<file path="src/rtl/fractal_sync_rsp_node_if.sv">
// Channel bundle between the two children and the fractal sync responder node.
// Index 0 is the left child and index 1 is the right child.
interface fractal_sync_rsp_node_if #(
  parameter int unsigned AGGR_WIDTH = 1,
  parameter int unsigned ID_WIDTH   = 2,
  parameter int unsigned SD_WIDTH   = 2
);
  logic [1:0]                 sync_i;
  logic [1:0][AGGR_WIDTH-1:0] aggr_i;
  logic [1:0][ID_WIDTH-1:0]   id_i;
  logic [1:0][SD_WIDTH-1:0]   src_i;
  logic [1:0]                 wake_o;
  logic [1:0][SD_WIDTH-1:0]   dst_o;
  logic [1:0]                 error_o;

  modport slave (
    input  sync_i, aggr_i, id_i, src_i,
    output wake_o, dst_o, error_o
  );

  modport master (
    output sync_i, aggr_i, id_i, src_i,
    input  wake_o, dst_o, error_o
  );
endinterface

</file>
<file path="src/rtl/fractal_sync_rsp_node.sv">
// Root responder of the fractal sync tree: pairs left/right sync requests per
// barrier id, wakes both children once complete, and flags protocol errors.
module fractal_sync_rsp_node #(
  parameter int unsigned AGGR_WIDTH = 1,
  parameter int unsigned ID_WIDTH   = 2,
  parameter int unsigned SD_WIDTH   = 2
) (
  input  logic                    clk_i,
  input  logic                    rst_i,
  fractal_sync_rsp_node_if.slave  bus
);

  localparam int unsigned NUM_ENTRIES = 2 ** ID_WIDTH;

  typedef enum logic [1:0] {
    IDLE,
    ARR0,
    ARR1,
    READY
  } state_e;

  state_e                   state_q [NUM_ENTRIES];
  state_e                   state_d [NUM_ENTRIES];
  logic [1:0][SD_WIDTH-1:0] src_q   [NUM_ENTRIES];
  logic [1:0][SD_WIDTH-1:0] src_d   [NUM_ENTRIES];

  logic [1:0]                wake_q, wake_d;
  logic [1:0][SD_WIDTH-1:0]  dst_q, dst_d;
  logic [1:0]                error_q, error_d;

  logic [1:0]                req_valid;
  logic                      sel_found;
  logic [ID_WIDTH-1:0]       sel_idx;

  // Only requests addressed exactly to this level (aggr == 1) take part in barriers.
  always_comb begin
    req_valid = '0;
    for (int p = 0; p < 2; p++) begin
      req_valid[p] = bus.sync_i[p] && (bus.aggr_i[p] == AGGR_WIDTH'(1));
    end
  end

  // Fixed-priority pick of the lowest READY entry, from registered state only.
  always_comb begin
    sel_found = 1'b0;
    sel_idx   = '0;
    for (int k = 0; k < NUM_ENTRIES; k++) begin
      if (!sel_found && state_q[k] == READY) begin
        sel_found = 1'b1;
        sel_idx   = ID_WIDTH'(k);
      end
    end
  end

  always_comb begin
    logic hit0;
    logic hit1;
    hit0    = 1'b0;
    hit1    = 1'b0;
    wake_d  = '0;
    dst_d   = '0;
    error_d = '0;
    for (int k = 0; k < NUM_ENTRIES; k++) begin
      state_d[k] = state_q[k];
      src_d[k]   = src_q[k];
    end

    for (int p = 0; p < 2; p++) begin
      if (bus.sync_i[p] && !req_valid[p]) begin
        error_d[p] = 1'b1;
      end
    end

    if (sel_found) begin
      wake_d           = 2'b11;
      dst_d            = src_q[sel_idx];
      state_d[sel_idx] = IDLE;
    end

    // Requests are judged against registered state, so an entry being woken still looks READY.
    for (int k = 0; k < NUM_ENTRIES; k++) begin
      hit0 = req_valid[0] && (bus.id_i[0] == ID_WIDTH'(k));
      hit1 = req_valid[1] && (bus.id_i[1] == ID_WIDTH'(k));
      case (state_q[k])
        IDLE: begin
          if (hit0) src_d[k][0] = bus.src_i[0];
          if (hit1) src_d[k][1] = bus.src_i[1];
          if (hit0 && hit1)  state_d[k] = READY;
          else if (hit0)     state_d[k] = ARR0;
          else if (hit1)     state_d[k] = ARR1;
        end
        ARR0: begin
          if (hit0) error_d[0] = 1'b1;
          if (hit1) begin
            src_d[k][1] = bus.src_i[1];
            state_d[k]  = READY;
          end
        end
        ARR1: begin
          if (hit1) error_d[1] = 1'b1;
          if (hit0) begin
            src_d[k][0] = bus.src_i[0];
            state_d[k]  = READY;
          end
        end
        READY: begin
          if (hit0) error_d[0] = 1'b1;
          if (hit1) error_d[1] = 1'b1;
        end
        default: ;
      endcase
    end
  end

  always_ff @(posedge clk_i or posedge rst_i) begin
    if (rst_i) begin
      for (int k = 0; k < NUM_ENTRIES; k++) begin
        state_q[k] <= IDLE;
        src_q[k]   <= '0;
      end
      wake_q  <= '0;
      dst_q   <= '0;
      error_q <= '0;
    end else begin
      for (int k = 0; k < NUM_ENTRIES; k++) begin
        state_q[k] <= state_d[k];
        src_q[k]   <= src_d[k];
      end
      wake_q  <= wake_d;
      dst_q   <= dst_d;
      error_q <= error_d;
    end
  end

  assign bus.wake_o  = wake_q;
  assign bus.dst_o   = dst_q;
  assign bus.error_o = error_q;

endmodule

</file>
<file path="src/flat_wrapper.sv">
// flat-port wrapper written by rule: the top's interface ports become plain ports
module fractal_sync_rsp_node_flat 
#(
  parameter int unsigned AGGR_WIDTH = 1,
  parameter int unsigned ID_WIDTH   = 2,
  parameter int unsigned SD_WIDTH   = 2
)
  (clk_i, rst_i, bus_sync_i, bus_aggr_i, bus_id_i, bus_src_i, bus_wake_o, bus_dst_o, bus_error_o);
  fractal_sync_rsp_node_if #(.AGGR_WIDTH(AGGR_WIDTH), .ID_WIDTH(ID_WIDTH), .SD_WIDTH(SD_WIDTH)) bus_i ();
  input  logic clk_i;
  input  logic rst_i;
  input wire logic [$bits(bus_i.sync_i)-1:0] bus_sync_i;
  input wire logic [$bits(bus_i.aggr_i)-1:0] bus_aggr_i;
  input wire logic [$bits(bus_i.id_i)-1:0] bus_id_i;
  input wire logic [$bits(bus_i.src_i)-1:0] bus_src_i;
  output wire logic [$bits(bus_i.wake_o)-1:0] bus_wake_o;
  output wire logic [$bits(bus_i.dst_o)-1:0] bus_dst_o;
  output wire logic [$bits(bus_i.error_o)-1:0] bus_error_o;
  assign bus_i.sync_i = bus_sync_i;
  assign bus_i.aggr_i = bus_aggr_i;
  assign bus_i.id_i = bus_id_i;
  assign bus_i.src_i = bus_src_i;
  assign bus_wake_o = bus_i.wake_o;
  assign bus_dst_o = bus_i.dst_o;
  assign bus_error_o = bus_i.error_o;
  fractal_sync_rsp_node #(.AGGR_WIDTH(AGGR_WIDTH), .ID_WIDTH(ID_WIDTH), .SD_WIDTH(SD_WIDTH)) u_core (.clk_i(clk_i), .rst_i(rst_i), .bus(bus_i));
endmodule
</file>
<file path="config.mk">
export PLATFORM = sky130hd
export DESIGN_NAME = fractal_sync_rsp_node_flat
export DESIGN_NICKNAME = d
export VERILOG_FILES = /design/src/rtl/fractal_sync_rsp_node_if.sv /design/src/rtl/fractal_sync_rsp_node.sv /design/src/flat_wrapper.sv
export SDC_FILE = /design/constraint.sdc
export NUM_CORES = 1
export LEC_CHECK = 0
export ABC_CLOCK_PERIOD_IN_PS = 1600
export CAP_MARGIN = 20
export CELL_PAD_IN_SITES_DETAIL_PLACEMENT = 2
export CELL_PAD_IN_SITES_GLOBAL_PLACEMENT = 2
export CORE_MARGIN = 2
export CORE_UTILIZATION = 35
export CTS_CLUSTER_SIZE = 14
export DETAILED_ROUTE_END_ITERATION = 10
export PLACE_DENSITY = 0.74
export SYNTH_ARGS = -nofsm -noshare
export SYNTH_HDL_FRONTEND = slang
export SYNTH_SLANG_ARGS = --single-unit
</file>
<file path="constraint.sdc">
create_clock -name clk_i -period 1.6 [get_ports clk_i]
set_input_delay 0.32 -clock clk_i [delete_from_list [all_inputs] [get_ports clk_i]]
set_output_delay 0.32 -clock clk_i [all_outputs]
set_load 0.02 [all_outputs]
</file>
======== After elaboration in Yosys (flattened, before gate mapping) ========
Cells that the tools add are included.
word-level totals
  register bits ........................... 32
  input port bits ......................... 14
  output and inout bits ................... 8
  logic and storage cells ................. 151
cells by class
  $lt $le $gt $ge ......................... 2
  equality and inequality tests ........... 18
  mux-type cells .......................... 57
  bitwise gates (word level) .............. 3
  reduce and logical (&&, ||, !) cells .... 55
operators with widths
  kind                count
  $mux 2              24
  $reduce_or 2->1     16
  $eq 2x2->1 const B  12
  $pmux 2 s3          4
  $mux 1              23
  $logic_and 1x1->1   20
  $reduce_and 2->1    8
  $eq 2x1->1 const B  6
  $logic_not 2->1     6
  $mux 4              3
  $and 8x8->8         1
  $bmux 4 s2          1
  $mux 8              1
  $not 8->8           1
  $logic_not 1->1     5
  $demux 2 s2         1
  $ge 3x3->1 const B  1
  $lt 3x1->1 const B  1
  $not 2->3           1

======== Depth between registers and ports, before layout ========
Gate-level depths: netlist of run 1.
  depth after elaboration ................. 23
  gate-level depth with buffers ........... 4
  mapped depth without buffers ............ 3

======== Least setup slack after synthesis of run 1 ========
Ideal clock, no wire load.
  path type ............................... reg2reg
  start point ............................. register u_core.state_q[3] in the netlist's numbering
  end point ............................... register u_core.src_q[6] in the netlist's numbering
  setup time .............................. 125 ps
  data arrival time ....................... 1265 ps
  data required time ...................... 1475 ps
  path slack .............................. 210 ps
  cell stages (with the launch flop) ...... 4
  buffers on the path ..................... 1
  clock period less this slack ............ 1390 ps
  cells stage by stage .................... dfrtp_1 buf_6 or4b_4 mux2_2
on the way
  cells in the longest elaborated chain, start to end .. 3
  elaborated cells between the ends (all ways) .. 4
  classes of those cells .................. 1 x eq/ne; 3 x reduce/logical
RTL lines
  what                                                  line                          RTL
  from (decl)                                           fractal_sync_rsp_node.sv:22   state_e state_q [NUM_ENTRIES];
  from (signal, indexed assignment)                     fractal_sync_rsp_node.sv:126  state_q[k] <= state_d[k];
  $eq 2x1->1 / $logic_not 2->1 (equally long branches)  fractal_sync_rsp_node.sv:84   case (state_q[k])
  $reduce_or 2->1 (no source line) (*)                  --
  $reduce_and 2->1 (no source line) (*)                 --
  to (signal, indexed assignment)                       fractal_sync_rsp_node.sv:127  src_q[k] <= src_d[k];
  to (decl)                                             fractal_sync_rsp_node.sv:24   logic [1:0][SD_WIDTH-1:0] src_q [NUM_ENTRIES];
Mark *: on every way between the ends. The rest lies on a longest branch, timed or not.
A chain may end at the register's enable or synchronous reset.

======== Final worst setup path of run 1 ========
  start point ............................. input port bus_id_i[1]
  end point ............................... register u_core.src_q[12] in the netlist's numbering
on the way
  cells in the longest elaborated chain, start to end .. 3
RTL lines
  what                               line                         RTL
  from (decl)                        flat_wrapper.sv:14           input wire logic [$bits(bus_i.id_i)-1:0] bus_id_i;
  $logic_not 2->1                    fractal_sync_rsp_node.sv:82  hit0 = req_valid[0] && (bus.id_i[0] == ID_WIDTH'(k));
  $logic_and 1x1->1                  fractal_sync_rsp_node.sv:82
  $reduce_and 2->1 (no source line)  --
Every way passes these cells.

==> metrics.csv, run 1 <==
stage,metric,value,unit
synthesis,ys_seq_area_frac,0.5586,
critical_path,crit_slowest_cell,or4_1,
critical_path,max_stage_delay,0.63,ns
cts,cts_setup_buffers,0,
critical_path,reg2reg_depth,3,
placed_design,gp_congestion,0.7165,
pwr,peakVddDrop,0.7122,mV
sta,hold_viol_final,0,
finish,final_util,0.4963,
grt,grt_first_pass_wirelength,6285,µm
pwr,p_leak,0.0008718,µW
grt,grt_pass1_vias,1212,
finish,diodes,0,
placed_design,place_inst,191,
critical_path,rr_endpoint,u_core.state_q[0],
cts,numCtsBuffers,5,
synthesis,synthDistinctLibCells,33,
finish,final_cell_mix,"dfrtp_1 (31), clkdlybuf4s50_1 (16), buf_4 (16)",
critical_path,setup.worst_path.end_class,flip-flop,
floorplanning,die_x,66.99,µm
cts,cts_tree,yes,
critical_path,crit_required,1.77,ns
grt,grt-ovfl-total,0,
finish,regArea,775.7,µm²
floorplanning,die_height,66.99,µm
critical_path,cp_num_buf_inv,1,
routing,routed-via-count,1055,
synthesis,synth_area_leader_cell,dfrtp_1,
finish,final_layout_size_suffix_gt1_frac,0.3311,
sta,setup_tns,0,ns
finish,fin_cells,199,
routing,route.detailed.drc,0,
pwr,finalPower,2962,µW
synthesis,ys_ff_latch,31,
finish,multi_input_area,571.8,µm²
critical_path,cp_top_family,simple AND/OR/NAND/NOR gates,
sta,setup_viol,0,
critical_path,crit_path_cell_trace,clkdlybuf4s50_1 -> or4_1 -> mux2_2,
sta,slew-limit-headroom,0.6734,
cts,insertion_delay,0.28,ns
cts,cts_buffer_depth,2,
floorplanning,coreArea,3744,µm²
synthesis,synth_nets,123,
grt,antenna_found_initial,0,
critical_path,crit_start,bus_id_i[1],
min_path,whs_path_depth,2,
floorplanning,rows,22,
routing,first_pass_iters,4,
routing,avgViaCountPerCell,5.302,
critical_path,r2r_slack,0.06,ns
synthesis,syn_area,1389,µm²
synthesis,ys_warn_count,0,
min_path,worstHoldStart,bus_sync_i[1],
finish,area_delta_synth_final,33.78,%
sta,worst_pin_slew,0.4900,ns
floorplanning,initial_utilization,0.3710,
critical_path,critPathKind,primary input to flip-flop,
routing,drt_wl_total,3704,µm
critical_path,critPathMaxFanout,6,
min_path,min_to,u_core.bus.error_o[1],
placed_design,placed_area,1757,µm²
floorplanning,die_area,4488,µm²
grt,grtUsageTotal,0.1996,
cts,clk_pin_slew,0.07,ns
min_path,hp-class,primary input to flip-flop,
pwr,power_density,1594,nW/µm²
routing,ant_nets,0,
synthesis,syn_avg_cell_area,12.74,µm²
finish,final_nets,164,
critical_path,r2r_start,u_core.state_q[7],
synthesis,synth_top_area_share,0.5586,
sta,finClkSkew,0.01061,ns
sta,layout_min_cycle_time,1.586,ns
floorplanning,io_pins,22,
finish,fillers,375,
cts,cts.sinks,31,
critical_path,cp-start-kind,primary input,
grt,grt_start_max_net_pins,32,
synthesis,ys_top_cells_by_area,"dfrtp_1 (56%), mux2_2 (11%), o221a_2 (3.2%), o311ai_0 (2.5%), nand2_1 (2.4%)",
cts,postCtsHoldBufs,0,
finish,final_common_cell,dfrtp_1,
sta,max_freq,630.4,MHz
routing,wl_per_cell,18.61,µm
routing,first_iter_violations,41,
sta,maxSlewViolCount,0,
synthesis,synthCells,109,
status,status,"complete, no violations",
finish,stdcell_area,1858,µm²
cts,h-tree-depth,2,
sta,final.period_utilization,0.9915,
flow_run,maxCapViolations,0,
placed_design,hpwlAfterDp,2642,µm
critical_path,arrival,1.76,ns
cts,clockRootBuffer,clkbuf_8,
placed_design,port_buffers,21,
registers in the layout, summed over array words and instances, names as in the netlist:
name	cells
u_core.src_q	16
u_core.state_q	8
u_core.bus.dst_o	4
u_core.bus.error_o	2
u_core.bus.wake_o	1
metrics by stage:
step	hold WS (ns)	worst slack [ns]
4_1_cts	0.4406	0.01436
3_3_place_gp	0.4902	-0.2527
5_1_grt	0.3401	-0.01466
6_report	0.3282	0.01365
3_5_place_dp	0.4915	-0.3291
2_1_floorplan	0.4235	0.2100
worst max path at each step:
stage,slack (ns),to,cells past startpoint
6_report,0.01,u_core.src_q[12],3
5_1_grt,-0.01,u_core.src_q[12],3
4_1_cts,0.01,u_core.src_q[8],4
3_5_place_dp,-0.33,u_core.src_q[2],5
3_3_place_gp,-0.25,u_core.src_q[8],4
2_1_floorplan,0.21,u_core.src_q[6],3
routing by layer:
metal  vias to the layer above  GRT usage  part of all wire
met5                         -          0                 0
met4                         0    0.08929             0.011
met3                         4    0.05743             0.037
met2                        19     0.3263              0.51
met1                       542     0.2430              0.44
li1                        490          -                 -
synth_stat cells (all sizes together):
cell,instances
nor3,1
a21o,3
o21a,2
o311ai,4
and2,1
o2bb2ai,1
or4,1
or4b,2
a222oi,1
o211ai,1
dfrtp,31
o21ai,1
mux2i,1
nand3b,1
o221a,4
nor4,1
buf,2
clkbuf,1
a21bo,2
nand3,6
nor2,2
a21oi,1
nor3b,1
a22oi,1
nand4,1
mux4,1
inv,8
nand2,9
mux2,16
or2,1
nor4b,1
logic make-up after synthesis:
| group | Yosys count | share of synthesized area |
|---|---|---|
| buffers and inverters | 11 | 0.03784 |
| multiplexers | 18 | 0.1532 |
| AND/OR/NAND/NOR | 28 | 0.1198 |
| AO/OA/AOI/OAI | 21 | 0.1306 |
| flip-flops | 31 | 0.5586 |
layout make-up:
class | count | area share
sequential | 31 | 0.4175
clock buffer | 7 | 0.04108
clock inverter | 1 | 0.002694
multi-input combinational | 67 | 0.3077
timing repair buffer | 37 | 0.1825
inverter | 8 | 0.01616
tap | 48 | 0.03232
worst reg2reg max path: cells and delay by family, from the launching register on:
kind / cells / cell delay [ns]
AOI/OAI and AO/OA: 2 / 0.67
DFF: 1 / 0.46
and+or+nand+nor: 1 / 0.29
where the power goes:
| part | internal [µW] | switching, µW |
|---|---|---|
| logic | 536 | 430 |
| registers | 1110 | 299 |
| clock network | 305 | 282 |
| total | 1950 | 1010 |
repair_timing:
item	CTS	global route
resized for setup	2	7
setup endpoints to repair	2	5
pin swaps	0	2
hold endpoints to repair	0	0
gates cloned	0	0
(Power assumes the default switching activity.)
==> inputs of run 2 (changes only) <==
--- a/config.mk
+++ b/config.mk
@@ -11,6 +11,7 @@
 export CELL_PAD_IN_SITES_GLOBAL_PLACEMENT = 2
 export CORE_MARGIN = 2
 export CORE_UTILIZATION = 35
+export CTS_CLUSTER_DIAMETER = 40
 export CTS_CLUSTER_SIZE = 14
 export DETAILED_ROUTE_END_ITERATION = 10
 export PLACE_DENSITY = 0.74
==> results of run 2 <==
Final layout, timing and power as in run 1 (identical DEF).
